$ cat src/rtl/bcd_year_loader.sv
// Iterative BCD-to-binary converter for the two-digit year field (reverse double-dabble, one shift per clock).
// Optional input range check is compiled in with `define BCD_RANGE_CHECK_EN.
module bcd_year_loader (
  input  logic       clk,
  input  logic       reset,
  input  logic       start,
  input  logic [3:0] digit1_in,
  input  logic [3:0] digit0_in,
  output logic       busy,
  output logic       done,
  output logic [6:0] bin_out,
  output logic       err
);

  typedef enum logic {IDLE, CONV} state_t;

  state_t      state_reg, state_next;
  logic [14:0] s_reg, s_next;
  logic [14:0] s_shift, s_adj;
  logic [2:0]  cnt_reg, cnt_next;
  logic [6:0]  bin_reg, bin_next;
  logic        done_reg, done_next;
  logic        err_reg, err_next;
  logic        bad_digit;

`ifdef BCD_RANGE_CHECK_EN
  assign bad_digit = (digit1_in > 4'd9) || (digit0_in > 4'd9);
`else
  // Without the check, err can never be set and stays a constant zero.
  assign bad_digit = 1'b0;
`endif

  always_ff @(posedge clk or posedge reset) begin
    if (reset) begin
      state_reg <= IDLE;
      s_reg     <= '0;
      cnt_reg   <= '0;
      bin_reg   <= '0;
      done_reg  <= 1'b0;
      err_reg   <= 1'b0;
    end else begin
      state_reg <= state_next;
      s_reg     <= s_next;
      cnt_reg   <= cnt_next;
      bin_reg   <= bin_next;
      done_reg  <= done_next;
      err_reg   <= err_next;
    end
  end

  always_comb begin
    state_next = state_reg;
    s_next     = s_reg;
    cnt_next   = cnt_reg;
    bin_next   = bin_reg;
    done_next  = 1'b0;
    err_next   = err_reg;

    // Shift first, then correct each BCD nibble that now holds 8 or more.
    s_shift = {1'b0, s_reg[14:1]};
    s_adj   = s_shift;
    if (s_shift[14:11] >= 4'd8) s_adj[14:11] = s_shift[14:11] - 4'd3;
    if (s_shift[10:7]  >= 4'd8) s_adj[10:7]  = s_shift[10:7]  - 4'd3;

    case (state_reg)
      IDLE: begin
        if (start) begin
          if (bad_digit) begin
            err_next  = 1'b1;
            done_next = 1'b1;
          end else begin
            s_next     = {digit1_in, digit0_in, 7'b0};
            cnt_next   = 3'd0;
            err_next   = 1'b0;
            state_next = CONV;
          end
        end
      end
      CONV: begin
        s_next   = s_adj;
        cnt_next = cnt_reg + 3'd1;
        if (cnt_reg == 3'd6) begin
          bin_next   = s_adj[6:0];
          done_next  = 1'b1;
          state_next = IDLE;
        end
      end
      default: state_next = IDLE;
    endcase
  end

  assign busy    = (state_reg == CONV);
  assign done    = done_reg;
  assign bin_out = bin_reg;
  assign err     = err_reg;

endmodule

$ cat config.mk
export PLATFORM = sky130hd
export DESIGN_NAME = bcd_year_loader
export DESIGN_NICKNAME = d
export VERILOG_FILES = /design/src/rtl/bcd_year_loader.sv
export SDC_FILE = /design/constraint.sdc
export NUM_CORES = 1
export LEC_CHECK = 0
export BUFFER_PORTS_ARGS = -buffer_cell sky130_fd_sc_hd__buf_2
export CAP_MARGIN = 20
export CORE_UTILIZATION = 55
export DETAILED_ROUTE_END_ITERATION = 8
export PLACE_DENSITY = 0.79
export SLEW_MARGIN = 20
export SYNTH_ARGS = -nofsm -noshare
export SYNTH_HDL_FRONTEND = slang
export SYNTH_SLANG_ARGS = --single-unit
$ cat constraint.sdc
create_clock -name clk -period 3.6 [get_ports clk]
set_clock_uncertainty 0.15 [all_clocks]
set_input_delay 0.36 -clock clk [delete_from_list [all_inputs] [get_ports clk]]
set_output_delay 0.36 -clock clk [all_outputs]
set_load 0.03 [all_outputs]
== Yosys cells after proc, flatten, opt, wreduce, memory -nomap -nowiden ==
Index checks and enable logic that the tools add are counted.
Widths: inputs -> output; s select.

* Add/subtract/negate cells: 2
* $lt $le $gt $ge: 1
* Eq/ne operators: 2
* Mux-type cells: 10
* Bitwise gates (word level): 1
* Reduce and logical (&&, ||, !) cells: 1

{| class="wikitable"
|+ Operator list
! cell !! number
|-
| $pmux 15 s2 || 1
|-
| $mux 15 || 1
|-
| $pmux 3 s2 || 1
|-
| $ge 4x4->1 const B || 1
|-
| $mux 4 || 1
|-
| $pmux 1 s2 || 2
|-
| $sub 4x2->4 const B || 1
|-
| $add 3x1->3 const B || 1
|-
| $eq 3x3->1 const B || 1
|-
| $mux 1 || 3
|-
| $mux 3 || 1
|-
| $ne 2x2->1 const B || 1
|-
| $reduce_and 2->1 || 1
|-
| $not 1->1 || 1
|}

* Register bits after elaboration: 27
* Input port bits: 11
* Output and inout port bits: 10
* Logic and storage cells: 22

== Logic depth before layout (Yosys ltp) ==
* Depth in word-level cells: 3
* Depth in mapped cells: 5

== Least setup slack after synthesis ==
Ideal clock, no wire load.

* Kind: reg-to-reg
* Start: register state_reg, in the netlist busy
* End: register bin_reg[0], in the netlist bin_out[0]
* Data arrival time: 1161 ps
* Required time: 3325 ps
* Slack: 2164 ps
* Cell stages (with the launch flop): 5
* Path through: dfrtp_1 buf_6 nand3_4 inv_2 mux2_4

* Word-level cells in the longest chain between the ends: 1

{| class="wikitable"
|+ Ends and longest elaborated chain
! element !! RTL line !! RTL
|-
| start, declared || 17 || <nowiki>state_t state_reg, state_next;</nowiki>
|-
| start signal, assigned || 42 || <nowiki>state_reg <= state_next;</nowiki>
|-
| $reduce_and 2->1 (no source line) || -- ||
|-
| end signal, assigned || 45 || <nowiki>bin_reg <= bin_next;</nowiki>
|-
| end, declared || 21 || <nowiki>logic [6:0] bin_reg, bin_next;</nowiki>
|}

Every way passes these cells.
A chain may end at the register's enable or synchronous reset.

== Worst setup path after layout ==
* Start: register state_reg, in the netlist busy
* End: output busy

{| class="wikitable"
|+ RTL lines
! element !! RTL line !! RTL
|-
| end, declared || 9 || <nowiki>output logic busy,</nowiki>
|}

No word-level cell between the ends.

==> insert_results.sql <==
INSERT INTO impl_metrics (metric_group, metric, value, unit) VALUES
('run_status', 'status', 'finished, final reports clean', ''),
('sta', 'maxClockFrequency', '490', 'MHz'),
('drt', 'dr.first_iter.drc_count', '6', ''),
('synthesis', 'syn_inst', '107', ''),
('critical_path', 'critPathArrivalTime', '1.53', 'ns'),
('sta', 'worst_slew_margin_rel', '0.473', ''),
('synthesis', 'synth.distinct_cells', '23', ''),
('grt', 'grt_first_pass_wirelength', '3380', 'um'),
('critical_path', 'cpLargestDelayFamily', 'flip-flops', ''),
('cells_and_area', 'finalCoreUtilization', '0.661', ''),
('sta', 'finalHoldViolations', '0', ''),
('synthesis', 'post_synth_main_area_contributors', 'dfrtp_1 (55%), nand2_1 (7.0%), o21ai_0 (5.9%)', ''),
('clocking', 'clk_pin_slew', '0.14', 'ns'),
('pwr', 'power-per-cell-area', '802', 'mW/mm2'),
('clocking', 'htreeDepth', '1', ''),
('critical_path', 'path_class', 'reg2out', ''),
('clocking', 'post-cts-setup-buffer-count', '0', ''),
('synthesis', 'synth.ff_latch_count', '26', ''),
('pwr', 'total_switching_power', '427', 'uW'),
('clocking', 'cts-buffers-inserted', '3', ''),
('floorplan', 'coreArea', '0.00200', 'mm2'),
('grt', 'initial_antenna_violation_count', '0', ''),
('critical_path', 'crit_fanout', '26', ''),
('grt', 'grt_overflow_total', '0', ''),
('pwr', 'p_sw_frac', '0.403', ''),
('pwr', 'leakage', '0.000682', 'uW'),
('clocking', 'cts_buffer_depth', '2', ''),
('clocking', 'clk_latency', '0.31', 'ns'),
('grt', 'first_global_vias', '740', ''),
('placed_design', 'hpwlAfterDp', '1370', 'um'),
('synthesis', 'synthesis.area_per_instance', '11.1', 'um2'),
('critical_path', 'worst-path-buf-inv', '1', ''),
('placed_design', 'globalplace.congestion', '0.736', ''),
('grt', 'grt.total_usage', '0.187', ''),
('floorplan', 'initial_core_utilization', '0.592', ''),
('clocking', 'cts_repair_resize_count', '0', ''),
('clocking', 'cts-root-buf', 'clkbuf_4', ''),
('cells_and_area', 'antenna_cells', '0', ''),
('drt', 'routed-via-count', '782', ''),
('sta', 'tightest_slew', '0.791', 'ns'),
('cells_and_area', 'sequential_cell_area', '651', 'um2'),
('pwr', 'internal-power', '634', 'uW'),
('synthesis', 'synth_warnings', '0', ''),
('drt', 'postRouteAntennaNets', '0', ''),
('synthesis', 'synth.yosys.seq_area_share', '0.549', ''),
('clocking', 'tritoncts_num_sinks', '26', ''),
('floorplan', 'core.rowCount', '16', ''),
('grt', 'grt_start_max_net_pins', '27', ''),
('sta', 'final-max-slew-violation-count', '0', ''),
('cells_and_area', 'area_delta_synth_final', '11.7', '%'),
('sta', 'layout_min_cycle_time', '2.04', 'ns'),
('floorplan', 'die_width', '48.4', 'um'),
('cells_and_area', 'layout-drive-gt1-share', '0.270', ''),
('critical_path', 'timing.critical_path.slowest_cell_delay', '0.88', 'ns'),
('critical_path', 'critical_path.slowest_cell', 'dfrtp_1', ''),
('sta', 'tns', '0', 'ns'),
('clocking', 'cts-hold-fix-buffers', '0', ''),
('synthesis', 'synthesis.area', '0.00118', 'mm2'),
('sta', 'setup_repair_after_global_routing_missed_its_margin', 'no', ''),
('drt', 'first_drt_pass_iteration_count', '4', ''),
('placed_design', 'io_buffer_count', '19', ''),
('floorplan', 'chipHeight', '48.4', 'um'),
('critical_path', 'start_kind', 'flop', ''),
('flow_run', 'cap_violations', '0', ''),
('critical_path', 'crit_path_cell_trace', 'buf_2', ''),
('critical_path', 'critical_path_required', '3.09', 'ns'),
('pwr', 'comb_power_share', '0.362', ''),
('drt', 'drt_drc_violations_left', '0', ''),
('drt', 'routed_wirelength', '1960', 'um'),
('hold_path', 'hold_path_class', 'in2reg', ''),
('synthesis', 'synth_net_count', '122', '');
## metal layers
layer / part of all wire / up-vias / wire, um / GRT usage
met4: 0 / 0 / 0 / 0.0539
met5: 0 / - / 0 / 0
met1: 0.46 / 378 / 904 / 0.258
li1: - / 392 / - / -
met3: 0.021 / 0 / 42 / 0.0314
met2: 0.52 / 12 / 1010 / 0.305
## cells by family after synthesis
kind of cell             count (synthesis)  synth area share
AND/OR/NAND/NOR                         28             0.106
flip-flops                              26             0.549
AO/OA/AOI/OAI                           21            0.0993
multiplexers                            13             0.124
buffers and inverters                   12            0.0623
adder cells (fa/ha/maj)                  4            0.0422
XOR/XNOR                                 2            0.0148
other                                    1           0.00316
## power by group through the flow
| stage | Sequential, uW | Combinational [uW] | Clock, uW |
|---|---|---|---|
| 2_1_floorplan | 561 | 269 | 0 |
| 3_3_place_gp | 530 | 372 | 0 |
| 3_5_place_dp | 538 | 387 | 0 |
| 4_1_cts | 531 | 389 | 151 |
| 5_1_grt | 551 | 436 | 160 |
| 6_report | 531 | 384 | 146 |
## cell usage in the layout (no fill, tap or decap), types with 3 or more instances in the layout
cell      synthesis  layout
clkbuf_4          0       3
nor2_1            3       3
inv_1             4       4
nand2_1          22      22
a21oi_1           3       3
mux2_2            5       5
dfrtp_1          26      26
buf_2             2      19
ha_1              4       4
mux2i_1           6       6
o21ai_0          14      14
## layout make-up
class	count	share of cell area
flip-flops and latches	26	0.491
multi-input cells	69	0.348
repair buffers	21	0.0907
clock buffers	4	0.0274
well taps	27	0.0255
inverters	6	0.0170
## worst paths after layout
| kind | cells past startpoint | endpoint | slack (ns) | startpoint |
|---|---|---|---|---|
| min in group asynchronous | 3 | s_reg[6]$_DFFE_PP0P_ | 0.37 | reset |
| worst max-delay path | 1 | busy | 1.56 | busy$_DFF_PP0_ |
| worst min-delay path | 3 | s_reg[14]$_DFFE_PP0P_ | 0.14 | digit1_in[3] |
| max in group asynchronous | 4 | cnt_reg[0]$_DFFE_PP0P_ | 2.51 | reset |
| worst max register to register | 3 | bin_out[6]$_DFFE_PP0P_ | 1.81 | busy$_DFF_PP0_ |
| worst min register to register | 2 | s_reg[11]$_DFFE_PP0P_ | 0.35 | s_reg[12]$_DFFE_PP0P_ |
## metrics by stage
| stage | total power (uW) | instance area (um2) | instances | hold slack (ns) | setup slack [ns] |
|---|---|---|---|---|---|
| final | 1060 | 1320 | 153 | 0.139 | 1.56 |
| after floorplan | 830 | 1180 | 107 | 0.250 | 2.16 |
| after global placement | 901 | 1260 | 147 | 0.314 | 1.87 |
| after global routing | 1150 | 1320 | 153 | 0.134 | 1.46 |
| after detailed placement | 925 | 1260 | 147 | 0.327 | 1.82 |
| after CTS | 1070 | 1300 | 151 | 0.110 | 1.55 |
## Yosys cell counts (all sizes together)
library cell  instances
a21oi                 3
a31oi                 1
and2b                 1
buf                   6
conb                  1
dfrtp                26
ha                    4
inv                   6
mux2                  7
mux2i                 6
nand2                22
nand3                 1
nor2                  3
nor2b                 1
o211a                 2
o21ai                14
o22ai                 1
xnor2                 1
xor2                  1
(Power assumes the default switching activity.)
